<file path="src/rtl/spi_cmd_sequencer.sv">
// Command front-end for the SPI engine: parses framed host commands, preloads the TX FIFO,
// launches one SPI transaction, drains RX bytes back to the host and closes with a status byte.
module spi_cmd_sequencer #(
    parameter int unsigned DATA          = 8,
    parameter int unsigned START_TIMEOUT = 4,
    parameter int unsigned RX_TIMEOUT    = 16
) (
    input  logic            clk,
    input  logic            rst,
    input  logic [DATA-1:0] in_data_i,
    input  logic            in_valid_i,
    output logic            in_ready_o,
    output logic [DATA-1:0] out_data_o,
    output logic            out_valid_o,
    input  logic            out_ready_i,
    output logic [DATA-1:0] txf_wdata_o,
    output logic            txf_wr_o,
    input  logic            txf_full_i,
    input  logic [DATA-1:0] rxf_rdata_i,
    output logic            rxf_rd_o,
    input  logic            rxf_empty_i,
    output logic [15:0]     len_o,
    output logic            op_o,
    output logic            work_o,
    input  logic            busy_i
);

    typedef enum logic [3:0] {
        StHdr0, StHdr1, StHdr2, StCheck, StLoad, StStart, StWaitHi, StWaitLo, StDrain, StStat
    } state_e;

    localparam logic [DATA-1:0] StatusOk     = DATA'(8'h00);
    localparam logic [DATA-1:0] StatusBadHdr = DATA'(8'hE1);
    localparam logic [DATA-1:0] StatusNoBusy = DATA'(8'hE2);
    localparam logic [DATA-1:0] StatusRxTmo  = DATA'(8'hE3);
    localparam logic [15:0]     StartTmoLast = 16'(START_TIMEOUT - 1);
    localparam logic [15:0]     RxTmoLast    = 16'(RX_TIMEOUT - 1);

    state_e          state_q, state_d;
    logic [DATA-1:0] cmd_q, cmd_d;
    logic [15:0]     hdr_len_q, hdr_len_d;
    logic [15:0]     len_q, len_d;
    logic            op_q, op_d;
    logic [15:0]     tx_cnt_q, tx_cnt_d;
    logic [15:0]     rx_cnt_q, rx_cnt_d;
    logic [DATA-1:0] status_q, status_d;
    logic [15:0]     tmo_q, tmo_d;

    logic            hdr_bad;
    logic [15:0]     wr_bytes;
    logic [15:0]     rd_bytes;

    assign hdr_bad  = (cmd_q[DATA-1:1] != '0) || (hdr_len_q == 16'd0) ||
                      (!cmd_q[0] && ((hdr_len_q < 16'd32) || (hdr_len_q[2:0] != 3'd0)));
    assign wr_bytes = 16'((32'(hdr_len_q) + 32'd7) >> 3);
    assign rd_bytes = (hdr_len_q - 16'd24) >> 3;

    always_ff @(posedge clk) begin
        if (rst) begin
            state_q <= StHdr0;
        end else begin
            state_q <= state_d;
        end
    end

    always_ff @(posedge clk) begin
        if (rst) begin
            cmd_q     <= '0;
            hdr_len_q <= '0;
            len_q     <= '0;
            op_q      <= 1'b0;
            tx_cnt_q  <= '0;
            rx_cnt_q  <= '0;
            status_q  <= '0;
            tmo_q     <= '0;
        end else begin
            cmd_q     <= cmd_d;
            hdr_len_q <= hdr_len_d;
            len_q     <= len_d;
            op_q      <= op_d;
            tx_cnt_q  <= tx_cnt_d;
            rx_cnt_q  <= rx_cnt_d;
            status_q  <= status_d;
            tmo_q     <= tmo_d;
        end
    end

    always_comb begin
        state_d   = state_q;
        cmd_d     = cmd_q;
        hdr_len_d = hdr_len_q;
        len_d     = len_q;
        op_d      = op_q;
        tx_cnt_d  = tx_cnt_q;
        rx_cnt_d  = rx_cnt_q;
        status_d  = status_q;
        tmo_d     = tmo_q + 16'd1;
        case (state_q)
            StHdr0: if (in_valid_i && in_ready_o) begin
                cmd_d   = in_data_i;
                state_d = StHdr1;
            end
            StHdr1: if (in_valid_i && in_ready_o) begin
                hdr_len_d[15:8] = in_data_i;
                state_d         = StHdr2;
            end
            StHdr2: if (in_valid_i && in_ready_o) begin
                hdr_len_d[7:0] = in_data_i;
                state_d        = StCheck;
            end
            StCheck: begin
                len_d    = hdr_len_q;
                op_d     = cmd_q[0];
                tx_cnt_d = cmd_q[0] ? wr_bytes : 16'd3;
                rx_cnt_d = cmd_q[0] ? 16'd0 : rd_bytes;
                if (hdr_bad) begin
                    status_d = StatusBadHdr;
                    state_d  = StStat;
                end else begin
                    state_d = StLoad;
                end
            end
            StLoad: if (txf_wr_o) begin
                tx_cnt_d = tx_cnt_q - 16'd1;
                if (tx_cnt_q == 16'd1) state_d = StStart;
            end
            StStart: state_d = StWaitHi;
            StWaitHi: begin
                if (busy_i) begin
                    state_d = StWaitLo;
                end else if (tmo_q == StartTmoLast) begin
                    status_d = StatusNoBusy;
                    state_d  = StStat;
                end
            end
            StWaitLo: if (!busy_i) begin
                if (rx_cnt_q != 16'd0) begin
                    state_d = StDrain;
                end else begin
                    status_d = StatusOk;
                    state_d  = StStat;
                end
            end
            StDrain: begin
                // Timeout only accumulates over consecutive empty cycles.
                if (!rxf_empty_i) tmo_d = '0;
                if (rxf_rd_o) begin
                    rx_cnt_d = rx_cnt_q - 16'd1;
                    if (rx_cnt_q == 16'd1) begin
                        status_d = StatusOk;
                        state_d  = StStat;
                    end
                end else if (rxf_empty_i && (tmo_q == RxTmoLast)) begin
                    status_d = StatusRxTmo;
                    state_d  = StStat;
                end
            end
            StStat: if (out_ready_i) state_d = StHdr0;
            default: state_d = StHdr0;
        endcase
        if (state_d != state_q) tmo_d = '0;
    end

    // Outputs are forced idle while rst is high so reset takes effect in the same cycle.
    always_comb begin
        in_ready_o  = 1'b0;
        out_valid_o = 1'b0;
        out_data_o  = '0;
        txf_wr_o    = 1'b0;
        rxf_rd_o    = 1'b0;
        work_o      = 1'b0;
        if (!rst) begin
            case (state_q)
                StHdr0, StHdr1, StHdr2: in_ready_o = 1'b1;
                StLoad: begin
                    in_ready_o = !txf_full_i;
                    txf_wr_o   = in_valid_i && !txf_full_i;
                end
                StStart: work_o = 1'b1;
                StDrain: begin
                    out_valid_o = !rxf_empty_i;
                    out_data_o  = rxf_rdata_i;
                    rxf_rd_o    = !rxf_empty_i && out_ready_i;
                end
                StStat: begin
                    out_valid_o = 1'b1;
                    out_data_o  = status_q;
                end
                default: ;
            endcase
        end
    end

    assign txf_wdata_o = in_data_i;
    assign len_o       = len_q;
    assign op_o        = op_q;

endmodule
</file>
<file path="config.mk">
export PLATFORM = sky130hd
export DESIGN_NAME = spi_cmd_sequencer
export DESIGN_NICKNAME = d
export VERILOG_FILES = /design/src/rtl/spi_cmd_sequencer.sv
export SDC_FILE = /design/constraint.sdc
export NUM_CORES = 1
export LEC_CHECK = 0
export CAP_MARGIN = 15
export CORE_UTILIZATION = 35
export CTS_CLUSTER_DIAMETER = 50
export CTS_CLUSTER_SIZE = 30
export DETAILED_ROUTE_END_ITERATION = 8
export GPL_TIMING_DRIVEN = 0
export HOLD_SLACK_MARGIN = 0.05
export PLACE_DENSITY = 0.56
export SLEW_MARGIN = 20
export SYNTH_ARGS = -nofsm -noshare
export SYNTH_HDL_FRONTEND = slang
export SYNTH_SLANG_ARGS = --single-unit
</file>
<file path="constraint.sdc">
create_clock -name clk -period 3.6 [get_ports clk]
set_input_delay 0.36 -clock clk [delete_from_list [all_inputs] [get_ports clk]]
set_output_delay 0.36 -clock clk [all_outputs]
set_load 0.005 [all_outputs]
</file>
==> parameters.txt <==
Parameter                              Value

Detailed routing
  Drt first pass iters    5
  Per-cell via count in the routed design    5.49
  Vias    5451
  Violation count after the first detailed-route iteration    403
  Drc violations    0
  Total Wirelength    16.9 mm
  Count of nets left with antenna violations after detail routing    0
  WL per Instance    17.0 um

Final layout
  Share of cells above drive strength 1    0.0537
  Final Core Density    0.439
  Layout Nets    807
  Area added between synthesis and finish    21.9%
  Area of combinational cells with multiple inputs    3260 um2
  Sequential standard cell area    1920 um2
  Fillcell total    1571
  Antenna cells    0

Timing
  Unrepaired setup endpoints after global routing    false
  Setup-violating endpoint count in the final report    0
  Max-slew violation count    0
  Achievable Freq    303 MHz
  Worst Tran Pin Value    1.09 ns
  Hold Fails Final Rpt    0
  Max Clock Skew    0.0106 ns
  Part of the cycle the worst path needs    0.918
  Final Critical Period    3.30 ns
  Remaining max-slew budget at the tightest pin    0.267
  Sum of negative setup slack    0 ns

Logic synthesis
  Synthesized cell area    5520 um2
  Cell types with the largest area share after synthesis    dfxtp_1 35%, nor2_1 5.7%, mux2i_1 4.7%
  Number of warnings printed during yosys synthesis    0
  Leading cell types by count after synthesis    96 x dfxtp_1, 84 x nor2_1, 68 x nand2_1
  Share of flip-flops with an asynchronous set or reset after synthesis    0
  Per-instance average area after synthesis    7.82 um2
  Number of enable flip-flop cells after synthesis    0
  Most repeated cell in the gate-level netlist after synthesis    dfxtp_1
  Dominant cell type by area after synthesis    dfxtp_1
  Total of flip-flops plus latches after synthesis    96
  Top flip-flop cell by instance count after synthesis    dfxtp_1
  Gate count of the mapped netlist    706
  Synthesized Nets    736
  Share of the synthesized area in the top cell type    0.348
  Distinct cell type count of the synthesized netlist    64
  Fraction of the yosys area taken by sequential cells    0.348

Global routing
  Number of antenna violations at the first check in global routing    0
  Tot GR Track Use    0.218
  Total congestion overflow after global routing    0
  Maximum number of pins on one net before global-route repair    19
  Number of global-route vias before repair    5288
  Wire length of the first global-routing pass    27.6 mm

Die
  Number of top-level pins    61
  Die Wd    128 um
  Starting utilization of the core area    0.360
  Core region area    15300 um2
  Standard-cell rows    45
  Die ar.    16300 um2
  Die Ht    128 um

Power
  Overall power of the completed layout    2.41 mW
  Power per cell area    358 nW/um2
  Worst IR drop on VDD    299 uV
  Pleak    2.47 nW

CTS
  Num CTS Buffers    9
  Cells resized by post-CTS repair    0
  Number of buffers inserted by hold repair at cts    0
  CTS tree    done
  Clock transition time at the flip-flop clock pins of the worst setup and hold paths    0.07 ns
  Buffers from clock root to sink, at most    2
  Setup fix buffers added after clock tree synthesis    0
  Sinks on the clock net    96
  Root Driver    clkbuf_16
  Insertion delay of the later-clocked pin in the worst-skew pair    0.36 ns
  Total number of H-tree levels    3

Worst setup path
  Required time at the worst-slack endpoint    3.24 ns
  Type of origin of the critical path    input port
  Type of the worst setup path    in -> out
  Critical Path Fanout Max    10
  Path depth of the worst reg2reg path    9
  Type of element capturing the critical path    output port
  Data arrival time of the critical path    2.94 ns

Run
  Count of max-cap constraint violations    0

Placement
  Final weighted congestion in routability-driven placement    0.865
  PortBufs    60
  Half-perimeter wire length after detailed placement    12.5 mm

Status
  Outcome    complete, no violations

Worst hold path
  Number of cells on the worst hold path    2
  Hold crit path type    reg -> reg
==> metal layers <==
layer  wire [um]  track usage
met1        7570        0.274
met2        8110        0.366
met3         853       0.0482
met4         381       0.0747
met5           0            0
==> cell usage in the layout, fill, tap and decap left out, types with 4 or more instances in the layout <==
cell	synthesis	layout
a211oi_1	4	4
a21o_1	4	4
a21oi_1	50	50
a22oi_1	9	9
a32oi_1	4	4
and2_1	5	5
and3_1	10	10
and4_1	6	6
buf_4	8	8
clkbuf_1	49	49
clkbuf_16	0	9
clkdlybuf4s50_1	0	60
dfxtp_1	96	96
ha_1	7	7
inv_1	12	12
mux2i_1	26	26
nand2_1	68	68
nand2b_1	10	10
nand3_1	20	20
nand3b_1	5	5
nand4_1	12	12
nor2_1	84	84
nor2b_1	5	5
nor3_1	32	32
nor4_1	23	22
o21ai_0	32	32
o22ai_1	7	7
o32ai_1	4	4
or3_1	13	13
or4_1	7	7
xnor2_1	21	21
xor2_1	21	21
==> area by class of cell <==
| class | instances | share of cell area |
|---|---|---|
| Timing Repair Buffer | 60 | 0.0893 |
| Inverter | 12 | 0.00669 |
| Sequential cell | 96 | 0.286 |
| Multi-Input combinational cell | 533 | 0.484 |
| Clock buffer | 9 | 0.0335 |
| Buffer | 65 | 0.0446 |
| Tap cell | 211 | 0.0392 |
| Clock inverter | 7 | 0.0167 |
==> stage by stage <==
step                      std cells  hold WS [ns]  setup slack, ns  area [um2]
after floorplan                 706         0.448             1.08        5520
after global placement          977         0.450            0.324        6380
after detailed placement        977         0.451            0.291        6390
after CTS                       993         0.463            0.288        6730
after global routing            993         0.480            0.125        6730
final                           993         0.459            0.295        6730
==> flip-flops by register name (all words and copies together), names as in the netlist <==
register / cells
tx_cnt_q: 16
op_o: 1
state_q: 4
tmo_q: 16
cmd_q: 8
len_o: 16
hdr_len_q: 16
status_q: 3
rx_cnt_q: 16
==> path summary, 6_finish.rpt <==
kind                            endpoint  slack [ns]        from
worst min-delay path            len_o[4]        0.46    len_o[4]
worst max-delay path              work_o        0.30         rst
worst max register to register  tmo_q[0]        0.61  state_q[1]
worst min register to register  len_o[4]        0.46    len_o[4]
==> critical path, stage by stage <==
cell and delay [ns]:
clkdlybuf4s50_1 0.57, clkbuf_1 0.36, clkbuf_1 0.40, clkbuf_1 0.61, nor4b_1 0.17, clkdlybuf4s50_1 0.49
==> power breakdown <==
part           internal, mW  total (mW)  switching, mW
Clock                 0.625        1.10          0.472
Sequential             1.07        1.08        0.00780
Combinational        0.0926       0.227          0.135
==> cell families (layout without fill, tap and decap cells) <==
logic type      after synthesis  count (layout)  share of synthesized area
simple gates                315             315                      0.294
compound gates              143             143                      0.165
flops                        96              96                      0.348
buf+inv                      77             153                     0.0626
xor+xnor                     42              42                     0.0666
mux                          26              26                     0.0471
fa+ha+maj                     7               7                     0.0159
Power figures use the tool's default switching activity.
